==> config.mk <==
export PLATFORM = sky130hd
export DESIGN_NAME = config_frame_loader
export DESIGN_NICKNAME = d
export VERILOG_FILES = /design/src/rtl/config_frame_loader.sv
export SDC_FILE = /design/constraint.sdc
export NUM_CORES = 1
export LEC_CHECK = 0
export BUFFER_PORTS_ARGS = -buffer_cell sky130_fd_sc_hd__buf_2
export CORE_MARGIN = 2
export CORE_UTILIZATION = 48
export CTS_CLUSTER_SIZE = 14
export DETAILED_ROUTE_END_ITERATION = 10
export PLACE_DENSITY = 0.76
export SYNTH_ARGS = -nofsm -noshare
export SYNTH_HDL_FRONTEND = slang
export SYNTH_SLANG_ARGS = --single-unit
==> constraint.sdc <==
create_clock -name cclk -period 1.65 [get_ports cclk]
set_input_delay 0.0825 -clock cclk [delete_from_list [all_inputs] [get_ports cclk]]
set_output_delay 0.0825 -clock cclk [all_outputs]
set_load 0.02 [all_outputs]
==> src/rtl/config_frame_loader.sv <==
// Serial-to-parallel config frame loader feeding NUM_BLOCKS latch blocks in turn.
// Optional even-parity check per frame: define CONFIG_LOADER_PARITY_EN.
module config_frame_loader #(
    parameter int ADDR_BITS  = 4,
    parameter int MEM_SIZE   = 2**ADDR_BITS,
    parameter int NUM_BLOCKS = 4
) (
    input  logic                  cclk,
    input  logic                  rst_n,
    input  logic                  start,
    input  logic                  bit_in,
    input  logic                  bit_valid,
    output logic                  bit_ready,
    output logic [MEM_SIZE-1:0]   cfg_word,
    output logic [NUM_BLOCKS-1:0] cen,
    output logic                  busy,
    output logic                  done,
    output logic                  err
);

    localparam int CNT_W = $clog2(MEM_SIZE + 1);
    localparam int IDX_W = (NUM_BLOCKS > 1) ? $clog2(NUM_BLOCKS) : 1;
`ifdef CONFIG_LOADER_PARITY_EN
    localparam int LAST = MEM_SIZE;
`else
    localparam int LAST = MEM_SIZE - 1;
`endif
    localparam logic [CNT_W-1:0] LAST_CNT = CNT_W'(LAST);
    localparam logic [IDX_W-1:0] LAST_IDX = IDX_W'(NUM_BLOCKS - 1);

    typedef enum logic [1:0] {
        IDLE   = 2'd0,
        SHIFT  = 2'd1,
        COMMIT = 2'd2,
        DONE   = 2'd3
    } state_t;

    state_t              state_q, state_d;
    logic [CNT_W-1:0]    cnt_q, cnt_d;
    logic [IDX_W-1:0]    idx_q, idx_d;
    logic [MEM_SIZE-1:0] word_q, word_d;
`ifdef CONFIG_LOADER_PARITY_EN
    logic                err_q, err_d;
    logic                par_q, par_d;
`endif

    always_ff @(posedge cclk or negedge rst_n) begin
        if (!rst_n) begin
            state_q <= IDLE;
            cnt_q   <= '0;
            idx_q   <= '0;
            word_q  <= '0;
`ifdef CONFIG_LOADER_PARITY_EN
            err_q   <= 1'b0;
            par_q   <= 1'b0;
`endif
        end else begin
            state_q <= state_d;
            cnt_q   <= cnt_d;
            idx_q   <= idx_d;
            word_q  <= word_d;
`ifdef CONFIG_LOADER_PARITY_EN
            err_q   <= err_d;
            par_q   <= par_d;
`endif
        end
    end

    always_comb begin
        state_d = state_q;
        cnt_d   = cnt_q;
        idx_d   = idx_q;
        word_d  = word_q;
`ifdef CONFIG_LOADER_PARITY_EN
        err_d   = err_q;
        par_d   = par_q;
`endif
        unique case (state_q)
            IDLE: begin
                if (start) begin
                    state_d = SHIFT;
                    idx_d   = '0;
                    cnt_d   = '0;
`ifdef CONFIG_LOADER_PARITY_EN
                    err_d   = 1'b0;
                    par_d   = 1'b0;
`endif
                end
            end
            SHIFT: begin
                if (bit_valid) begin
                    cnt_d = cnt_q + CNT_W'(1);
`ifdef CONFIG_LOADER_PARITY_EN
                    par_d = par_q ^ bit_in;
                    // parity bit is checked but never shifted into the frame
                    if (cnt_q != LAST_CNT)
                        word_d = {bit_in, word_q[MEM_SIZE-1:1]};
                    if (cnt_q == LAST_CNT) begin
                        if (par_q ^ bit_in) begin
                            state_d = IDLE;
                            err_d   = 1'b1;
                        end else begin
                            state_d = COMMIT;
                        end
                    end
`else
                    word_d = {bit_in, word_q[MEM_SIZE-1:1]};
                    if (cnt_q == LAST_CNT)
                        state_d = COMMIT;
`endif
                end
            end
            COMMIT: begin
                if (idx_q == LAST_IDX) begin
                    state_d = DONE;
                end else begin
                    state_d = SHIFT;
                    idx_d   = idx_q + IDX_W'(1);
                    cnt_d   = '0;
`ifdef CONFIG_LOADER_PARITY_EN
                    par_d   = 1'b0;
`endif
                end
            end
            DONE: state_d = IDLE;
            default: state_d = IDLE;
        endcase
    end

    assign bit_ready = (state_q == SHIFT);
    assign busy      = (state_q == SHIFT) || (state_q == COMMIT);
    assign done      = (state_q == DONE);
    assign cfg_word  = word_q;
    assign cen       = (state_q == COMMIT) ? (NUM_BLOCKS'(1) << idx_q) : '0;
`ifdef CONFIG_LOADER_PARITY_EN
    assign err       = err_q;
`else
    assign err       = 1'b0;
`endif

endmodule
==> impl_metrics.csv <==
group,metric,value,unit
worst_setup_path,start_kind,"flop",
worst_setup_path,r2r_cells,5,
place,io_buffers,27,
cts,cts_buffers,3,
sta,finalSetupViolations,0,
global_route,grt_max_degree,26,
hold_path,hold_path_depth,3,
final_layout,final_cell_mix,"buf_2 (27), dfrtp_1 (25), mux2_2 (16)",
worst_setup_path,cp.arrival,1790,ps
final_layout,area_growth,21.2,%
routing,drc_errors,0,
die,die-area,3170,sq um
global_route,antenna_found_initial,0,
place,dpl_cell_area,1520,sq um
synthesis,synth-compound-area-share,10.4,%
cts,max-clock-path-buffers,2,
power_and_ir_drop,power,2860,uW
global_route,met1_usage,21.6,%
global_route,grtUsageMet2,26.4,%
sta,max_freq,638,MHz
final_layout,finalCoreUtilization,63.0,%
sta,period_minus_slack,1570,ps
synthesis,synth_xor_area_share,0,%
global_route,grt_use_met3,3.00,%
hold_path,worstHoldEndpoint,"cnt_q[1]",
hold_path,hp-class,"input pin to flop",
synthesis,syn_avg_cell_area,11.8,sq um
synthesis,synth_top_family_by_area,"multiplexers",
sta,clock-skew-final,1.47,ps
status,status,"finished clean",
synthesis,synth_area,1310,sq um
worst_setup_path,r2r_setup_slack,80,ps
synthesis,synth_cell_types,33,
routing,dr.pass1.iters,4,
cts,htreeDepth,1,
die,start_util,52.0,%
worst_setup_path,cp-end-kind,"flop",
sta,slew_headroom,64.2,%
worst_setup_path,crit_type,"flop to flop",
sta,rsz0062_at_grt,"true",
synthesis,ys_seq_area_share,47.7,%
final_layout,fin_nets,163,
global_route,grt_overflow_total,0,
die,die_height,56.3,microns
global_route,grt.total_usage,15.8,%
synthesis,ys_warn_count,0,
worst_setup_path,rr_startpoint,"state_q[0]",
sta,worst_pin_slew,537,ps
synthesis,synth_top_area_share,47.7,%
synthesis,syn_inst,111,
final_layout,design_area,1590,sq um
synthesis,async_reset_ff_share,100,%
hold_path,hp-start,"bit_valid",
final_layout,drive_gt1_share,47.3,%
routing,post_drt_via_cell_ratio,5.42,
routing,routed_wl,2300,microns
routing,ant_nets,0,
routing,via_count,954,
worst_setup_path,cp.required,1870,ps
die,rows,18,
power_and_ir_drop,irDropWorstVdd,1.42,mV
global_route,top_usage_layer,"met2",
worst_setup_path,crit_family,"simple AND/OR/NAND/NOR gates",
sta,whs,116,ps
cts,cts_root_buffer,"clkbuf_4",
routing,drt-initial-drc-count,8,
synthesis,synth_edf_count,0,
place,routabilityCongestion,0.848,
die,core_area,2520,sq um
job,maxCapViolCount,0,
worst_setup_path,reg2reg_to,"cnt_q[2]",
routing,post_drt_wl_per_cell,13.1,microns
synthesis,synthMuxAreaShare,14.5,%
cts,clock-sinks,25,
synthesis,synth-simple-area-share,12.1,%
cts,clock_latency,310,ps
sta,maxSlewViolCount,0,
worst_setup_path,cp_slowest_stage_delay,420,ps
power_and_ir_drop,p_per_area,1800,nW/um^2
worst_setup_path,critPathSlowestCell,"dfrtp_1",
cts,clkTransAtPathRegs,140,ps
global_route,first_global_vias,918,
worst_setup_path,critPathBufInv,1,
cts,cts_tree,"built",
die,ios,29,
synthesis,synth-seq-cells,25,
die,die_w,56.3,microns
sta,hold_violations,0,
worst_setup_path,crit_fanout,9,
power_and_ir_drop,p_leak,0.000785,uW
synthesis,synth_fa_ha_area_share,10.5,%
final_layout,fin_cells,176,
global_route,grt_pass1_wl,4040,microns
synthesis,syn_nets,127,
sta,finalCritPeriodShare,95.0,%
synthesis,yosys.area.top_type,"dfrtp_1",
place,dp_hpwl,1750,microns
synthesis,synth_ff_type,"dfrtp_1",
synthesis,synthTopCellsByArea,"dfrtp_1 (48%), mux2_2 (14%), ha_1 (10%)",
final_layout,num_antenna_cells,0,
worst_setup_path,crit_chain,"inv_2 > ha_2 > and2_4 > or3_4 > o311ai_1",
final_layout,final_common_cell,"buf_2",
place,dpl.cell_count,169,
Yosys cell counts (3+ instances only):
master,count
mux2_2,16
ha_1,11
dfrtp_1,25
nand2_1,8
nand3_1,3
nand2b_1,3
and2_2,3
inv_1,6
o31ai_1,4
area by class of cell:
class                      count  area (sq um)
clock buffer                   3          22.5
clock inverter                 1          7.51
fill                         205           933
inverter                       6          22.5
multi-input combinational     75           653
sequential                    25           626
tap                           30          37.5
timing repair buffer          36           220
worst max path at each step:
stage,from,to,slack (ps),depth (start not counted)
global route,state_q[0],cnt_q[2],-20,5
finish,state_q[0],cnt_q[2],80,5
CTS,cnt_q[0],state_q[0],60,6
global placement,state_q[0],cnt_q[3],140,5
detailed placement,state_q[0],cnt_q[2],80,5
floorplan,state_q[1],cfg_word[0],30,6
report_power, final:
group | switching, uW | total (uW) | internal, uW
combinational | 861 | 1560 | 697
clock | 185 | 277 | 92.2
sequential | 169 | 1030 | 857
worst reg2reg max path: stages, from the launching register on:
cell and delay, ps:
dfrtp_1 420, inv_2 80, ha_2 170, and2_4 160, or3_4 410, o311ai_1 240
sequential cells by signal, summed over array words and instances (netlist names):
signal and cells:
idx_q 2, state_q 2, cfg_word 16, cnt_q 5
metrics by stage:
stage / setup TNS (ps) / worst slack [ps]
5_1_grt: -55.4 / -22.2
4_1_cts: 0 / 55.6
2_1_floorplan: 0 / 32.8
6_report: 0 / 82.4
3_3_place_gp: 0 / 142
3_5_place_dp: 0 / 83.6
cells by family after synthesis:
| kind of cell | Yosys count |
|---|---|
| other cells | 1 |
| flops | 25 |
| simple gates | 28 |
| fa+ha+maj | 11 |
| mux | 17 |
| compound gates | 18 |
| buf+inv | 11 |
repair_timing:
action                     CTS  global route
resized for setup            0             5
setup endpoints to repair    0            10
hold buffers                 2             0
hold endpoints to repair    26             0
buffers inserted             0             1
metal layers:
| layer | vias up | wire length [microns] | part of all wire (%) |
|---|---|---|---|
| met5 | - | 0 | 0 |
| li1 | 468 | - | - |
| met3 | 2 | 73 | 3.2 |
| met1 | 464 | 1090 | 47 |
| met4 | 0 | 14 | 0.61 |
| met2 | 20 | 1120 | 49 |
Note: power is estimated with default switching activity, not from simulation.
